### src/rtl/dec_timer16_if.sv
// dec_timer16_if: bus bundle for the dec_timer16 down-counter.
//   master : drives in/load/dec/reload_en and observes out/zero/done/uflow
//   slave  : the timer itself
// Signals:
//   in        load value for the counter and the reload register
//   load      capture in into out and reload
//   dec       decrement enable
//   reload_en auto-reload (1) or wrap to all-ones (0) at underflow
//   out       current count (registered)
//   zero      out == 0 (combinational)
//   done      one-cycle pulse, count reached zero by a decrement
//   uflow     one-cycle pulse, decrement taken while out == 0
interface dec_timer16_if #(
    parameter int WIDTH = 16
);
    logic [WIDTH-1:0] in;
    logic             load;
    logic             dec;
    logic             reload_en;
    logic [WIDTH-1:0] out;
    logic             zero;
    logic             done;
    logic             uflow;

    modport master (
        output in, load, dec, reload_en,
        input  out, zero, done, uflow
    );

    modport slave (
        input  in, load, dec, reload_en,
        output out, zero, done, uflow
    );
endinterface

### src/rtl/dec_timer16.sv
// dec_timer16: loadable down-counter with auto-reload or wrap at underflow.
// Ports:
//   clock  single clock, rising-edge
//   reset  synchronous active-high reset
//   bus    dec_timer16_if.slave (in/load/dec/reload_en in, out/zero/done/uflow out)
// Edge priority: reset > load > dec > hold.
module dec_timer16 #(
    parameter int WIDTH = 16
) (
    input  logic           clock,
    input  logic           reset,
    dec_timer16_if.slave   bus
);
    logic [WIDTH-1:0] out_q, out_d;
    logic [WIDTH-1:0] reload_q, reload_d;
    logic             done_q, done_d;
    logic             uflow_q, uflow_d;

    always_comb begin
        out_d    = out_q;
        reload_d = reload_q;
        done_d   = 1'b0;
        uflow_d  = 1'b0;
        if (bus.load) begin
            out_d    = bus.in;
            reload_d = bus.in;
        end else if (bus.dec) begin
            if (out_q != '0) begin
                out_d  = out_q - WIDTH'(1);
                done_d = (out_q == WIDTH'(1));
            end else begin
                // reload_en only matters here, at the underflow itself
                uflow_d = 1'b1;
                if (bus.reload_en) begin
                    out_d  = reload_q;
                    done_d = (reload_q == '0);
                end else begin
                    out_d  = '1;
                end
            end
        end
    end

    always_ff @(posedge clock) begin
        if (reset) begin
            out_q    <= '0;
            reload_q <= '0;
            done_q   <= 1'b0;
            uflow_q  <= 1'b0;
        end else begin
            out_q    <= out_d;
            reload_q <= reload_d;
            done_q   <= done_d;
            uflow_q  <= uflow_d;
        end
    end

    assign bus.out   = out_q;
    assign bus.zero  = (out_q == '0);
    assign bus.done  = done_q;
    assign bus.uflow = uflow_q;
endmodule

### src/flat_wrapper.sv
// flat-port wrapper written by rule: the top's interface ports become plain ports
module dec_timer16_flat 
#(
    parameter int WIDTH = 16
)
  (clock, reset, bus_in, bus_load, bus_dec, bus_reload_en, bus_out, bus_zero, bus_done, bus_uflow);
  dec_timer16_if #(.WIDTH(WIDTH)) bus_i ();
  input  logic clock;
  input  logic reset;
  input wire logic [$bits(bus_i.in)-1:0] bus_in;
  input wire logic [$bits(bus_i.load)-1:0] bus_load;
  input wire logic [$bits(bus_i.dec)-1:0] bus_dec;
  input wire logic [$bits(bus_i.reload_en)-1:0] bus_reload_en;
  output wire logic [$bits(bus_i.out)-1:0] bus_out;
  output wire logic [$bits(bus_i.zero)-1:0] bus_zero;
  output wire logic [$bits(bus_i.done)-1:0] bus_done;
  output wire logic [$bits(bus_i.uflow)-1:0] bus_uflow;
  assign bus_i.in = bus_in;
  assign bus_i.load = bus_load;
  assign bus_i.dec = bus_dec;
  assign bus_i.reload_en = bus_reload_en;
  assign bus_out = bus_i.out;
  assign bus_zero = bus_i.zero;
  assign bus_done = bus_i.done;
  assign bus_uflow = bus_i.uflow;
  dec_timer16 #(.WIDTH(WIDTH)) u_core (.clock(clock), .reset(reset), .bus(bus_i));
endmodule
### config.mk
export PLATFORM = sky130hd
export DESIGN_NAME = dec_timer16_flat
export DESIGN_NICKNAME = d
export VERILOG_FILES = /design/src/rtl/dec_timer16_if.sv /design/src/rtl/dec_timer16.sv /design/src/flat_wrapper.sv
export SDC_FILE = /design/constraint.sdc
export NUM_CORES = 1
export LEC_CHECK = 0
export CAP_MARGIN = 20
export CORE_MARGIN = 1.5
export CORE_UTILIZATION = 50
export DETAILED_ROUTE_END_ITERATION = 10
export PLACE_DENSITY = 0.78
export SETUP_SLACK_MARGIN = 0.1
export SLEW_MARGIN = 25
export SYNTH_ARGS = -nofsm -noshare
export SYNTH_HDL_FRONTEND = slang
export SYNTH_SLANG_ARGS = --single-unit
### constraint.sdc
create_clock -name clock -period 2.3 [get_ports clock]
set_input_delay 0.46 -clock clock [delete_from_list [all_inputs] [get_ports clock]]
set_output_delay 0.46 -clock clock [all_outputs]
set_load 0.05 [all_outputs]
==> out/qor.txt, run 1 <==
IO Port Bufs - 39
first-pass GRT wire length - 8420 µm
slew margin rel. - 0.337
Syn Area/Cell - 8.58 µm²
Worst R2R Setup Slack - 0.28 ns
Syn Inst Count - 229
Synth Cell Area - 1970 µm²
Worst-Margin Slew - 0.990 ns
Hold Crit Class - reg2reg
reg2reg path depth - 7
Max stage delay on crit path - 0.87 ns
Post-CTS Setup Inserts - 0
DRT Wirelength - 5310 µm
Crit path required time - 1.84 ns
asr flop ratio synth - 0
critical path class - reg2out
GRT overflow - 0
Total GRT Usage - 0.256
Hold WS - 0.486 ns
IO Count - 40
clk slew on worst S/H paths - 0.06 ns
Die Y - 65.7 µm
Peak VDD IR - 0.414 mV
critical path peak fanout - 9
Final Max Tran Viols - 0
RSZ-0062 raised after global routing - true
Final ANT Viol Nets - 0
Worst setup EP type - primary output
Finished Layout Cells - 318
f_max - 469 MHz
share of cells above drive strength 1 - 0.126
CP arrival - 1.67 ns
Tcrit/Tclk final - 0.926
crit-path leading delay family - buffers and inverters
commonest non-fill, non-tap cells in the layout - clkdlybuf4s50_1, dfxtp_1, nor2_1
Clock Latency Late Sink - 0.28 ns
FP Rows - 22
via/cell ratio - 6.19
H-tree levels - 2
worst r2r src - u_core.bus.out[1]
vias in the first global route - 1,735
dominant synthesized flop cell - dfxtp_1
crit start category - flop
post-layout min period - 2.13 ns
status - finished clean
initial antenna violation count - 0
number of flops mapped to enable cells by yosys - 0
Leak - 0.993 nW
Die Area - 4320 µm²
Core Area - 3720 µm²
Pwr per Cell Area - 661 nW/µm²
vias - 1,968
Final Hold Fails - 0
Post-DP HPWL - 3860 µm
placed cell areas - 2440 µm²
largest net degree at the start of global routing - 18
Yosys cell types - 44
fin area - 2540 µm²
Buf/Inv on CP - 1
# setup viols final - 0
slowest cell on the critical path - clkdlybuf4s50_1
DRT iter0 DRCs - 279
Syn-to-layout area delta - 29.2%
Fillers - 323
Residual DRC - 0
Design Power - 1.68 mW
flops & latches, synth - 34
yosys warns - 0
most common cell after layout, fill and taps aside - clkdlybuf4s50_1
Net Count, Synth - 253
Num CTS Buffers - 5
CP endpoint - bus_out[5]
GPL Wtd Cong - 0.858
crit-path cells - clkdlybuf4s50_1
DR WL/cell - 16.7 µm
initial core utilization - 0.529
Critical Path Stages - 1
CP Launch Point - u_core.bus.out[5]
setup TNS - 0 ns
Setup Skew - 0.00595 ns
first drt pass iteration count - 5
number of max-cap violations - 0
Sink Count - 34
root buffer cell - clkbuf_8
# diodes - 0
Critical R2R Capture - u_core.bus.out[4]
Seq/Total Area, Yosys - 0.346
Die W - 65.7 µm
CTS tree - built
Placed Instances - 312
deepest clock path buffer count - 2
NumNets Final - 295
## logic make-up (layout without fill, tap and decap cells)
logic type | Yosys count | in the layout | share of synthesized area
compound gates | 65 | 65 | 0.237
xor+xnor | 3 | 3 | 0.0134
fa+ha+maj | 3 | 3 | 0.0191
buf+inv | 29 | 70 | 0.0662
flops | 34 | 34 | 0.346
mux | 20 | 20 | 0.102
simple gates | 75 | 75 | 0.215
## worst min path at each step
stage	startpoint	slack, ns	end	depth (start not counted)
floorplan	u_core.reload_q[7]	0.45	u_core.reload_q[7]	2
global placement	u_core.reload_q[7]	0.46	u_core.reload_q[7]	2
detailed placement	u_core.reload_q[7]	0.48	u_core.reload_q[7]	2
CTS	u_core.reload_q[7]	0.50	u_core.reload_q[7]	2
global route	u_core.reload_q[7]	0.55	u_core.reload_q[7]	2
finish	u_core.reload_q[7]	0.49	u_core.reload_q[7]	2
## Yosys cell counts, drive strengths merged (4+ instances only)
master  instances  area [µm²]
nor3           12        60.1
o31ai           9        67.6
a21oi           8        40.0
inv            11        41.3
nor2           30         113
buf             6        43.8
nand2b          7        43.8
nor2b           5        31.3
a22oi          13        97.6
dfxtp          34         681
nor4            5        52.6
clkbuf         12        45.0
o22ai          10        62.6
a211oi          5        37.5
mux2i          19         190
a31oi           4        25.0
or4             6        52.6
## what timing repair did
action / in CTS / in global routing
hold buffers: 0 / 0
endpoints found under the hold margin: 0 / 0
endpoints found under the setup margin: 0 / 9
resized for setup: 0 / 3
## metal layers
metal	global-route usage	vias to the layer above	part of all wire
li1	-	944	-
met1	0.363	927	0.46
met2	0.393	82	0.45
met3	0.0531	15	0.068
met4	0.0729	0	0.024
met5	0	-	0
## flip-flops by register name (all words and copies together), names as in the netlist
signal,count
u_core.bus.uflow,1
u_core.bus.out,16
u_core.bus.done,1
u_core.reload_q,16
## worst min-delay path: stages (launching register included)
cell and delay, ns:
dfxtp_1 0.32, mux2i_1 0.06, nor2_1 0.07
## where the power goes
group          switching, mW  leakage (nW)  total, mW  internal, mW
combinational          0.306         0.668      0.546         0.240
sequential            0.0664         0.281      0.699         0.633
clock                  0.202        0.0431      0.433         0.231
## through the flow
stage / utilization / setup WS, ns
after CTS: 0.679 / 0.151
after global routing: 0.683 / 0.0811
after global placement: 0.657 / 0.258
after detailed placement: 0.657 / 0.251
after floorplan: - / 0.111
final: 0.683 / 0.170
## area by class of cell
type | instances | area (µm²) | share of cell area
clock buffers | 6 | 82.6 | 0.0325
inverters | 11 | 41.3 | 0.0163
flip-flops and latches | 34 | 682 | 0.269
well taps | 48 | 60.1 | 0.0237
repair buffers | 53 | 503 | 0.198
multi-input cells | 166 | 1170 | 0.461
(Power assumes the default switching activity.)
==> run 2, diff against run 1 <==
--- a/config.mk
+++ b/config.mk
@@ -8,6 +8,7 @@
 export CAP_MARGIN = 20
 export CORE_MARGIN = 1.5
 export CORE_UTILIZATION = 50
+export CTS_CLUSTER_DIAMETER = 100
 export DETAILED_ROUTE_END_ITERATION = 10
 export PLACE_DENSITY = 0.78
 export SETUP_SLACK_MARGIN = 0.1
==> constraint.sdc (replaced) <==
create_clock -name clock -period 2.65 [get_ports clock]
set_input_delay 0.53 -clock clock [delete_from_list [all_inputs] [get_ports clock]]
set_output_delay 0.53 -clock clock [all_outputs]
set_load 0.05 [all_outputs]
==> out/qor.txt, run 2 (synthesized netlist as in run 1, its figures left out) <==
IO Count - 40 (unchanged)
# setup viols final - 0 (unchanged)
RSZ-0062 raised after global routing - false
CTS tree - built
H-tree levels - 2 (unchanged)
GR Util met1 - 0.382 (+0.0186)
Worst-Margin Slew - 0.982 ns (-0.00828 ns)
first drt pass iteration count - 5 (unchanged)
Core Area - 3720 µm² (unchanged)
Worst setup EP type - primary output
DRT iter0 DRCs - 205 (-27%)
largest net degree at the start of global routing - 20 (+2)
f_max - 440 MHz
vias - 1,964 (-0.20%)
Die Y - 65.7 µm (unchanged)
post-layout min period - 2.28 ns
slowest cell on the critical path - clkdlybuf4s50_1
crit-path leading delay family - buffers and inverters
deepest clock path buffer count - 2 (unchanged)
Setup Skew - 0.00570 ns (-0.000251 ns)
Final Hold Fails - 0 (unchanged)
IO Port Bufs - 39 (unchanged)
Post-DP HPWL - 3880 µm (+0.46%)
Die W - 65.7 µm (unchanged)
Final Max Tran Viols - 0 (unchanged)
CP arrival - 1.75 ns (+0.08 ns)
share of cells above drive strength 1 - 0.101 (-0.0248)
Hold Crit Class - reg2reg
# diodes - 0 (unchanged)
DRT Wirelength - 5440 µm (+2.3%)
NumNets Final - 292 (-1.0%)
crit start category - flop
Syn-to-layout area delta - 27.1%
GPL Wtd Cong - 0.870 (+1.4%)
post-CTS sizing - 0 (unchanged)
DR WL/cell - 17.3 µm (+3.3%)
Buf/Inv on CP - 1 (unchanged)
Post-CTS Setup Inserts - 0 (unchanged)
Fillers - 315 (-2.5%)
Tcrit/Tclk final - 0.859
GRT overflow - 0 (unchanged)
Post-CTS Hold Fix Bufs - 0 (unchanged)
Most Crowded Layer GR - met2
Total GRT Usage - 0.276 (+0.0191)
slew margin rel. - 0.343 (+0.00554)
routing usage on met3 - 0.0685 (+0.0154)
Hold WS - 0.489 ns (+0.00240 ns)
met2 usage - 0.428 (+0.0354)
Die Area - 4320 µm² (unchanged)
critical path class - reg2out
vias in the first global route - 1,785 (+2.9%)
initial antenna violation count - 0 (unchanged)
Peak VDD IR - 0.473 mV (+14%)
clk slew on worst S/H paths - 0.07 ns (about the same)
commonest non-fill, non-tap cells in the layout - clkdlybuf4s50_1, dfxtp_1, nor2_1
root buffer cell - clkbuf_8
Leak - 0.959 nW (-3.3%)
initial core utilization - 0.529 (unchanged)
Max stage delay on crit path - 0.88 ns (about the same)
crit-path cells - clkdlybuf4s50_1
Final ANT Viol Nets - 0 (unchanged)
Crit path required time - 2.12 ns (+0.28 ns)
FP Rows - 22 (unchanged)
setup TNS - 0 ns (unchanged)
first-pass GRT wire length - 8970 µm (+6.5%)
most common cell after layout, fill and taps aside - clkdlybuf4s50_1
Num CTS Buffers - 5 (unchanged)
number of max-cap violations - 0 (unchanged)
via/cell ratio - 6.23 (+0.75%)
Clock Latency Late Sink - 0.29 ns (about the same)
Pwr per Cell Area - 580 nW/µm² (-12%)
status - finished clean
Sink Count - 34 (unchanged)
critical path peak fanout - 10 (+1)
Residual DRC - 0 (unchanged)
[run 2: power by group]
group / internal (mW) / leakage, nW / total, mW / switching [mW]
registers: 0.549 / 0.281 / 0.605 / 0.0566
logic: 0.200 / 0.635 / 0.466 / 0.266
clock network: 0.200 / 0.0431 / 0.377 / 0.177
[run 2: area by class of cell]
| class | count | area (µm²) | area share |
|---|---|---|---|
| multi-input cells | 166 | 1150 | 0.462 |
| flip-flops and latches | 34 | 681 | 0.273 |
| repair buffers | 50 | 478 | 0.191 |
| clock buffers | 6 | 82.6 | 0.0331 |
| well taps | 48 | 60.1 | 0.0240 |
| inverters | 11 | 41.3 | 0.0165 |
[run 2: metrics by stage]
step	utilization	setup slack [ns]	area, µm²	power [mW]	instances
floorplan	-	0.191	1970	0.920	229
global placement	0.650	0.584	2410	1.07	309
detailed placement	0.650	0.554	2410	1.07	309
CTS	0.672	0.377	2500	1.45	315
global route	0.672	0.233	2500	1.52	315
finish	0.672	0.375	2500	1.45	315
[run 2: metal layers]
layer | share of wire | vias to the layer above | wire length, µm
met5 | 0 | - | 0
met4 | 0.012 | 0 | 65
met3 | 0.094 | 9 | 513
met2 | 0.45 | 98 | 2470
met1 | 0.44 | 920 | 2390
li1 | - | 937 | -
[run 2: path summary, 6_finish.rpt]
kind,from,endpoint,slack (ns),depth (start not counted)
worst min register to register,u_core.reload_q[7],u_core.reload_q[7],0.49,2
worst min-delay path,u_core.reload_q[7],u_core.reload_q[7],0.49,2
worst max register to register,u_core.bus.out[0],u_core.bus.out[8],0.49,7
worst max-delay path,u_core.bus.out[4],bus_out[4],0.37,1
==> run 3, diff against run 2 <==
--- a/config.mk
+++ b/config.mk
@@ -6,6 +6,7 @@
 export NUM_CORES = 1
 export LEC_CHECK = 0
 export CAP_MARGIN = 20
+export CORE_ASPECT_RATIO = 1.25
 export CORE_MARGIN = 1.5
 export CORE_UTILIZATION = 50
 export CTS_CLUSTER_DIAMETER = 100
==> out/qor.txt, run 3 (synthesized netlist as in run 1, its figures left out) <==
vias in the first global route - 1,770 (-0.84%)
post-layout min period - 2.25 ns (-0.0267 ns)
f_max - 445 MHz (+1.2%)
Peak VDD IR - 0.368 mV (-22%)
GRT overflow - 0 (unchanged)
critical path class - reg2out
Crit path required time - 2.12 ns (about the same)
Clock Latency Late Sink - 0.29 ns (about the same)
slowest cell on the critical path - clkdlybuf4s50_1
post-CTS sizing - 0 (unchanged)
Worst setup EP type - primary output
crit-path leading delay family - buffers and inverters
Die Area - 4320 µm² (about the same)
RSZ-0062 raised after global routing - false
crit start category - flop
fin util - 0.651 (-0.0215)
H-tree levels - 2 (unchanged)
Post-CTS Hold Fix Bufs - 0 (unchanged)
Total GRT Usage - 0.262 (-0.0131)
Leak - 0.937 nW (-2.4%)
DR WL/cell - 16.4 µm (-4.8%)
Hold Crit Class - reg2reg
first drt pass iteration count - 4 (-1)
Pwr per Cell Area - 583 nW/µm² (+0.55%)
crit-path cells - clkdlybuf4s50_1
# diodes - 0 (unchanged)
IO Count - 40 (unchanged)
IO Port Bufs - 39 (unchanged)
GPL Wtd Cong - 0.888 (+2.2%)
Final ANT Viol Nets - 0 (unchanged)
Post-DP HPWL - 3760 µm (-2.9%)
DRT Wirelength - 5210 µm (-4.2%)
setup TNS - 0 ns (unchanged)
Final Max Tran Viols - 0 (unchanged)
initial antenna violation count - 0 (unchanged)
# setup viols final - 0 (unchanged)
clk slew on worst S/H paths - 0.06 ns (about the same)
number of max-cap violations - 0 (unchanged)
Max stage delay on crit path - 0.88 ns (about the same)
Post-CTS Setup Inserts - 0 (unchanged)
Sink Count - 34 (unchanged)
Final Hold Fails - 0 (unchanged)
root buffer cell - clkbuf_8
deepest clock path buffer count - 2 (unchanged)
Worst-Margin Slew - 0.954 ns (-0.0278 ns)
Design Power - 1.44 mW (-0.86%)
Num CTS Buffers - 5 (unchanged)
commonest non-fill, non-tap cells in the layout - clkdlybuf4s50_1, dfxtp_1, nor2_1
first-pass GRT wire length - 8690 µm (-3.2%)
via/cell ratio - 6.02 (-3.4%)
initial core utilization - 0.519 (-0.00962)
share of cells above drive strength 1 - 0.0875 (-0.0137)
FP Rows - 25 (+14%)
most common cell after layout, fill and taps aside - clkdlybuf4s50_1
Buf/Inv on CP - 1 (unchanged)
Residual DRC - 0 (unchanged)
NumNets Final - 288 (-1.4%)
critical path peak fanout - 10 (unchanged)
CTS tree - built
largest net degree at the start of global routing - 29 (+45%)
Die W - 59.1 µm (-10%)
CP arrival - 1.72 ns (-0.03 ns)
Core Area - 3780 µm² (+1.9%)
status - finished clean
DRT iter0 DRCs - 107 (-48%)
Die Y - 73.1 µm (+11%)
vias - 1,909 (-2.8%)
Tcrit/Tclk final - 0.848 (-0.0101)
Setup Skew - 0.00546 ns (-0.000233 ns)
Fillers - 345 (+9.5%)
slew margin rel. - 0.362 (+0.0186)
Syn-to-layout area delta - 25.3%
-- run 3: path summary, 6_finish.rpt --
check	cells after the start	end	start	slack, ns
min	2	u_core.reload_q[7]	u_core.reload_q[7]	0.49
max reg2reg	7	u_core.bus.out[9]	u_core.bus.out[0]	0.51
min reg2reg	2	u_core.reload_q[7]	u_core.reload_q[7]	0.49
max	1	bus_out[4]	u_core.bus.out[4]	0.40
-- run 3: per-stage QoR --
| stage | instance area [µm²] | hold slack (ns) | cells | setup WS (ns) |
|---|---|---|---|---|
| final | 2460 | 0.490 | 317 | 0.402 |
| after global routing | 2460 | 0.553 | 317 | 0.267 |
| after CTS | 2460 | 0.494 | 317 | 0.400 |
| after detailed placement | 2380 | 0.479 | 311 | 0.432 |
| after global placement | 2380 | 0.469 | 311 | 0.487 |
| after floorplan | 1970 | 0.451 | 229 | 0.191 |
-- run 3: cell type report --
type,count,area [µm²],area share
multi-input combinational,166,1150,0.469
clock buffer,6,82.6,0.0335
timing repair buffer,46,435,0.177
tap,54,67.6,0.0274
inverter,11,41.3,0.0168
sequential,34,681,0.276
-- run 3: power breakdown --
part	switching [mW]	internal, mW	total, mW
registers	0.0586	0.549	0.607
logic	0.258	0.191	0.449
clock network	0.179	0.200	0.379
total	0.496	0.940	1.44
-- run 3: metal layers --
layer / up-vias / track usage / routed length, µm
met5: - / 0 / 0
met4: 0 / 0.0833 / 92
met3: 9 / 0.0461 / 256
met2: 64 / 0.415 / 2490
met1: 904 / 0.361 / 2370
li1: 932 / - / -
-- run 3: tightest hold or removal path, delay by kind of cell (launching register included) --
kind	cells	cell delay [ns]
and+or+nand+nor	1	0.07
muxes	1	0.06
DFF	1	0.32
